File: config.mk
export PLATFORM = sky130hd
export DESIGN_NAME = fifo_word_unpacker
export DESIGN_NICKNAME = d
export VERILOG_FILES = /design/src/rtl/fifo_word_unpacker.sv
export SDC_FILE = /design/constraint.sdc
export NUM_CORES = 1
export LEC_CHECK = 0
export CAP_MARGIN = 10
export CORE_ASPECT_RATIO = 2
export CORE_UTILIZATION = 35
export CTS_BUF_LIST = sky130_fd_sc_hd__clkbuf_4 sky130_fd_sc_hd__clkbuf_8
export CTS_CLUSTER_DIAMETER = 100
export CTS_CLUSTER_SIZE = 24
export DETAILED_ROUTE_END_ITERATION = 16
export GPL_ROUTABILITY_DRIVEN = 0
export PLACE_DENSITY_LB_ADDON = 0.3
export SLEW_MARGIN = 20
export SYNTH_ARGS = -nofsm -noshare
export SYNTH_HDL_FRONTEND = slang
export SYNTH_SLANG_ARGS = --single-unit
File: constraint.sdc
create_clock -name clk -period 5.7 [get_ports clk]
set_input_delay 1.14 -clock clk [delete_from_list [all_inputs] [get_ports clk]]
set_output_delay 1.14 -clock clk [all_outputs]
set_load 0.01 [all_outputs]
File: src/rtl/fifo_word_unpacker.sv
// Drain stage behind the synchronous word FIFO: reads WIDTH-bit words and
// streams them out as OUT_WIDTH slices, LS slice first, with a 2-word prefetch.
module fifo_word_unpacker #(
    parameter int WIDTH     = 32,
    parameter int OUT_WIDTH = 8
) (
    input  logic                 clk,
    input  logic                 rst,
    input  logic                 fifo_empty,
    input  logic [WIDTH-1:0]     fifo_data,
    output logic                 fifo_rd_en,
    input  logic                 flush,
    output logic [OUT_WIDTH-1:0] out_data,
    output logic                 out_valid,
    input  logic                 out_ready,
    output logic                 out_last
);
    localparam int RATIO = WIDTH / OUT_WIDTH;
    localparam int IDX_W = (RATIO > 1) ? $clog2(RATIO) : 1;
    localparam logic [IDX_W-1:0] LAST_IDX = IDX_W'(RATIO - 1);

    logic [WIDTH-1:0] cur, nxt;
    logic [1:0]       occ;
    logic             inflight;
    logic [IDX_W-1:0] idx;
    logic             xfer, pop_word;
    logic [2:0]       credit;

    always_comb begin
        out_valid = (occ != 2'd0);
        xfer      = out_valid && out_ready;
        pop_word  = xfer && (idx == LAST_IDX);
        // A word leaving this cycle frees its slot, so RATIO=1 can read every cycle.
        credit     = {1'b0, occ} + {2'b0, inflight} - {2'b0, pop_word};
        fifo_rd_en = !rst && !flush && !fifo_empty && (credit < 3'd2);
        out_data   = out_valid ? cur[int'(idx)*OUT_WIDTH +: OUT_WIDTH] : '0;
        out_last   = out_valid && (idx == LAST_IDX);
    end

    always_ff @(posedge clk) begin
        if (rst || flush) begin
            occ      <= 2'd0;
            inflight <= 1'b0;
            idx      <= '0;
        end else begin
            inflight <= fifo_rd_en;
            occ      <= occ - {1'b0, pop_word} + {1'b0, inflight};
            if (xfer)
                idx <= (idx == LAST_IDX) ? '0 : idx + 1'b1;
            // Returning word goes to the first slot that is free after this cycle's pop.
            if (inflight) begin
                if (occ == 2'd0 || (occ == 2'd1 && pop_word)) begin
                    cur <= fifo_data;
                end else if (occ == 2'd1) begin
                    nxt <= fifo_data;
                end else begin
                    cur <= nxt;
                    nxt <= fifo_data;
                end
            end else if (pop_word) begin
                cur <= nxt;
            end
        end
    end
endmodule

## Yosys cells after proc, flatten, opt, wreduce, memory -nomap -nowiden

Cells that the tools add are included.

| storage, ports and cells | value |
|---|---|
| register bits | 69 |
| bits of input ports | 37 |
| output and inout port bits | 11 |
| logic and storage cells | 40 |

| operators by class | value |
|---|---|
| $add $sub $neg | 5 |
| order comparisons | 1 |
| equal/unequal tests | 3 |
| shifts and indexed selects | 1 |
| mux-type cells | 6 |
| bitwise operators | 2 |
| reduce and logical (&&, ||, !) cells | 17 |

Operator list:

| kind | count |
|---|---|
| 2-to-1 mux 32 bit | 4 |
| variable part select 32 x 6 -> 8 bit | 1 |
| 2-to-1 mux 8 bit | 1 |
| logical AND 1 bit | 7 |
| AND reduction 3 bit | 2 |
| nonzero test 2 bit | 2 |
| adder 2 x 1 -> 3 bit | 1 |
| logical NOT 1 bit | 3 |
| < comparator 3 x 2 -> 1 bit (second input constant) | 1 |
| inequality test 3 x 2 -> 1 bit (second input constant) | 1 |
| subtractor 3 x 1 -> 3 bit | 1 |
| adder 2 x 1 -> 2 bit | 1 |
| adder 2 x 1 -> 2 bit (second input constant) | 1 |
| equality test 2 x 1 -> 1 bit (second input constant) | 1 |
| equality test 2 bit (second input constant) | 1 |
| logical NOT 2 bit | 1 |
| logical OR 1 bit | 2 |
| 2-to-1 mux 2 bit | 1 |
| NOT 1 bit | 2 |
| subtractor 2 x 1 -> 2 bit | 1 |

## Depth between registers and ports, before layout

| depth | value |
|---|---|
| word-level depth | 7 |
| gate-level depth with buffers | 8 |
| gate-level depth less buffers | 8 |

## Worst setup path before layout

OpenSTA, ideal clock, no wires.

| timing | value |
|---|---|
| path kind | input port to flip-flop |
| start | in out_ready |
| end | reg cur[0], enable pin |
| setup time | 0.441 ns |
| arrival time | 3.455 ns |
| required time | 5.259 ns |
| setup slack | 1.804 ns |
| stages | 5 |
| buffers on the path | 0 |
| path through | and3_1 > inv_1 > ha_1 > or3_1 > a31oi_1 |

| on the way | value |
|---|---|
| cells in the longest elaborated chain, start to end | 6 |
| elaborated cells between the ends (all ways) | 7 |
| classes of those cells | eq/ne (1); reduce/logical (6) |

RTL lines:

| what | line | RTL |
|---|---|---|
| from (decl) | 15 | `input logic out_ready,` |
| logical AND 1 bit (*) | 31 | `xfer = out_valid && out_ready;` |
| logical AND 1 bit (*) | 32 | `pop_word = xfer && (idx == LAST_IDX);` |
| logical AND 1 bit | 52 | `if (occ == 2'd0 \|\| (occ == 2'd1 && pop_word)) begin` |
| logical OR 1 bit | 52 |  |
| inequality test 3 x 2 -> 1 bit (no line) | -- |  |
| AND reduction 3 bit (no line) (*) | -- |  |
| to (signal assigned) | 53 | `cur <= fifo_data;` |
| to (signal assigned) | 57 | `cur <= nxt;` |
| to (signal assigned) | 61 | `cur <= nxt;` |
| to (decl) | 22 | `logic [WIDTH-1:0] cur, nxt;` |

Mark *: on every way between the ends. The rest lies on a longest branch, timed or not.
A chain may end at the register's enable or synchronous reset.

## Final worst setup path

| timing | value |
|---|---|
| start | in out_ready |
| end | out fifo_rd_en |

| on the way | value |
|---|---|
| cells in the longest elaborated chain, start to end | 5 |

RTL lines:

| what | line | RTL |
|---|---|---|
| logical AND 1 bit | 31 |  |
| logical AND 1 bit | 32 |  |
| subtractor 3 x 1 -> 3 bit | 34 | `credit = {1'b0, occ} + {2'b0, inflight} - {2'b0, pop_word};` |
| < comparator 3 x 2 -> 1 bit | 35 | `fifo_rd_en = !rst && !flush && !fifo_empty && (credit < 3'd2);` |
| logical AND 1 bit | 35 |  |
| to (decl) | 11 | `output logic fifo_rd_en,` |

No other way between the ends.

==> results_dict.tcl <==
set metrics [dict create \
    drt-met1-wl_mm 2.00 \
    ys.flop_type "edfxtp_1" \
    htreeDepth 3 \
    antenna_found_initial 0 \
    place_ws_ns 0.825 \
    nNetsFinal 261 \
    antenna_cells 0 \
    synth_edf_count 64 \
    synth_top_family_by_area "multiplexers" \
    cp.required_ns 4.56 \
    gr-total-overflow 0 \
    ys_seq_elements 69 \
    num_rows 46 \
    post-cts-setup-buffers 0 \
    synth_nets 206 \
    grt_pass1_vias 1635 \
    synth_mux_area_share_pct 18.0 \
    power_leakage_nw 1.17 \
    yosys-top-cells-area "edfxtp_1 67%, mux2_2 10%, mux2i_1 5.5%" \
    start_kind "primary input" \
    hold_violations 0 \
    cts_resized 0 \
    start_util_pct 36.3 \
    clkPwrFrac_pct 36.2 \
    seq_power_share_pct 58.2 \
    synth_xor_area_share_pct 0.303 \
    holdWs_ns 0.507 \
    cts_hold_buf 0 \
    drt_iter0_markers 49 \
    combPwrFrac_pct 5.6 \
    arrival_ns 3.73 \
    cts.path.max_buffers 2 \
    swShare_pct 19.3 \
    synthCells 164 \
    period_minus_slack_ns 4.87 \
    top_layer_used "met4" \
    fmax_ghz 0.205 \
    die_h_um 130 \
    hold_path.class "reg2reg" \
    end_kind "output pin" \
    grt_setup_unrepaired "no" \
    cts_buffers 9 \
    synth_top_area_share_pct 66.6 \
    internal-power_mw 0.770 \
    routed-via-count 1556 \
    dr_wl_met2_mm 2.71 \
    cts_sinks 69 \
    report.final.slew_viol_count 0 \
    tightest_slew_ns 1.04 \
    status "completed" \
    synth-compound-area-share_pct 3.21 \
    die_area_mm2 0.00864 \
    core-area_mm2 0.00794 \
    grt_max_degree 33 \
    ys_types 27 \
    drive_above_1_share_pct 21.4 \
    die_x_um 66.2 \
    cts_root_buf "clkbuf_8" \
    netlist_area_mm2 0.00289 \
    wl_per_cell_um 15.8 \
    synth_warnings 0 \
    setup_viol 0 \
    power_density_mw_per_mm2 262 \
    drt_pre_antenna_iters 4 \
    grt_pass1_wl_mm 7.93 \
    wl_mm 5.07 \
    avgViaCountPerCell 4.86 \
    dp_hpwl_mm 3.49 \
    finClkSkew_ns 0.00601 \
    area_growth_pct 26.0 \
    ioPinCount 48 \
    finalCritPeriodShare_pct 85.5 \
    ys_async_sr_fraction_pct 0 \
    dp_cells 304 \
    ant_nets 0 \
    avgSynthCellArea_um2 17.6 \
    synth-simple-area-share_pct 3.68 \
    cp_max_fo 3 \
    worstSetupPathType "in2out" \
    fin_ws_ns 0.826 \
    reg2reg_slack_ns 3.02 \
    tns_ns 0 \
    synthAdderAreaFrac_pct 2.43 \
    wl_met3_um 239 \
    slew_headroom_pct 30.6 \
    synth_area_leader_cell "edfxtp_1" \
    ys_seq_area_share_pct 70.0 \
    maxCapViolCount 0 \
    port_buffers 47 \
    drc 0 \
    clkSlewWorstSetupHoldPaths_ns 0.06 \
    groute.usage.overall_pct 13.2 \
    ir_worst_vdd_mv 0.141 \
    p_sw_mw 0.185 \
    insertion_delay_ns 0.34 \
    finalNonFillerCells 320 \
    cts_tree "done" \
]
per-layer routing:
metal / vias to the layer above / track usage [%]
li1: 752 / -
met3: 11 / 4.43
met5: - / 0
met1: 747 / 14.0
met2: 46 / 22.3
met4: 0 / 7.51
kinds of logic after synthesis:
family                   Yosys count
XOR/XNOR                           1
AND/OR/NAND/NOR                   17
buffers and inverters             10
AO/OA/AOI/OAI                     14
flip-flops                        69
adder cells (fa/ha/maj)            5
multiplexers                      48
metrics by stage:
| step | power (mW) | instance area (µm²) | util, % |
|---|---|---|---|
| after CTS | 0.968 | 3640 | 45.8 |
| after global routing | 0.993 | 3640 | 45.8 |
| after global placement | 0.620 | 3460 | 43.6 |
| after detailed placement | 0.621 | 3460 | 43.6 |
| after floorplan | 0.586 | 2890 | - |
| final | 0.954 | 3640 | 45.8 |
worst max-delay path, stage by stage:
cell and delay [ns]:
clkdlybuf4s50_1 0.51, and3_1 0.19, inv_1 0.05, ha_1 0.28
ha_1 0.20, fa_1 0.37, xnor2_1 0.15, nor4b_1 0.25
clkdlybuf4s50_1 0.58
cells in the mapped netlist (3+ instances only):
cell type	n
and2_1	3
buf_6	3
dfxtp_1	5
edfxtp_1	64
ha_1	4
inv_1	4
mux2_1	6
mux2_2	26
mux2i_1	16
nand2_1	3
o21ai_0	3
o22ai_1	8
cell type report:
cell class | instances | area (µm²)
Timing Repair Buffer | 50 | 493
Clock buffer | 13 | 160
Sequential cell | 69 | 2020
Fill cell | 740 | 4310
Clock inverter | 3 | 13.8
Multi-Input combinational cell | 85 | 813
Inverter | 4 | 15.0
Tap cell | 96 | 120
power by group through the flow:
stage	Sequential, mW	Clock [mW]	Combinational [mW]
2_1_floorplan	0.566	0	0.0199
3_3_place_gp	0.566	0	0.0536
3_5_place_dp	0.566	0	0.0542
4_1_cts	0.555	0.358	0.0545
5_1_grt	0.555	0.380	0.0577
6_report	0.555	0.346	0.0532
flip-flops by register name, indices dropped and copies added, names as in the netlist:
name      flops
cur          32
idx           2
inflight      1
nxt          32
occ           2
path summary, 6_finish.rpt:
path         startpoint         end  cells after the start
min reg2reg      idx[1]      idx[1]                      2
max           out_ready  fifo_rd_en                      9
min              idx[1]      idx[1]                      2
max reg2reg      occ[1]     cur[30]                      6
cell usage in the layout, fill, tap and decap left out, types with 4 or more instances in the layout:
cell / instances
clkbuf_8: 10
clkdlybuf4s50_1: 47
dfxtp_1: 5
edfxtp_1: 64
ha_1: 4
inv_1: 4
mux2_1: 6
mux2_2: 26
mux2i_1: 16
o22ai_1: 8
Power figures use the tool's default switching activity.
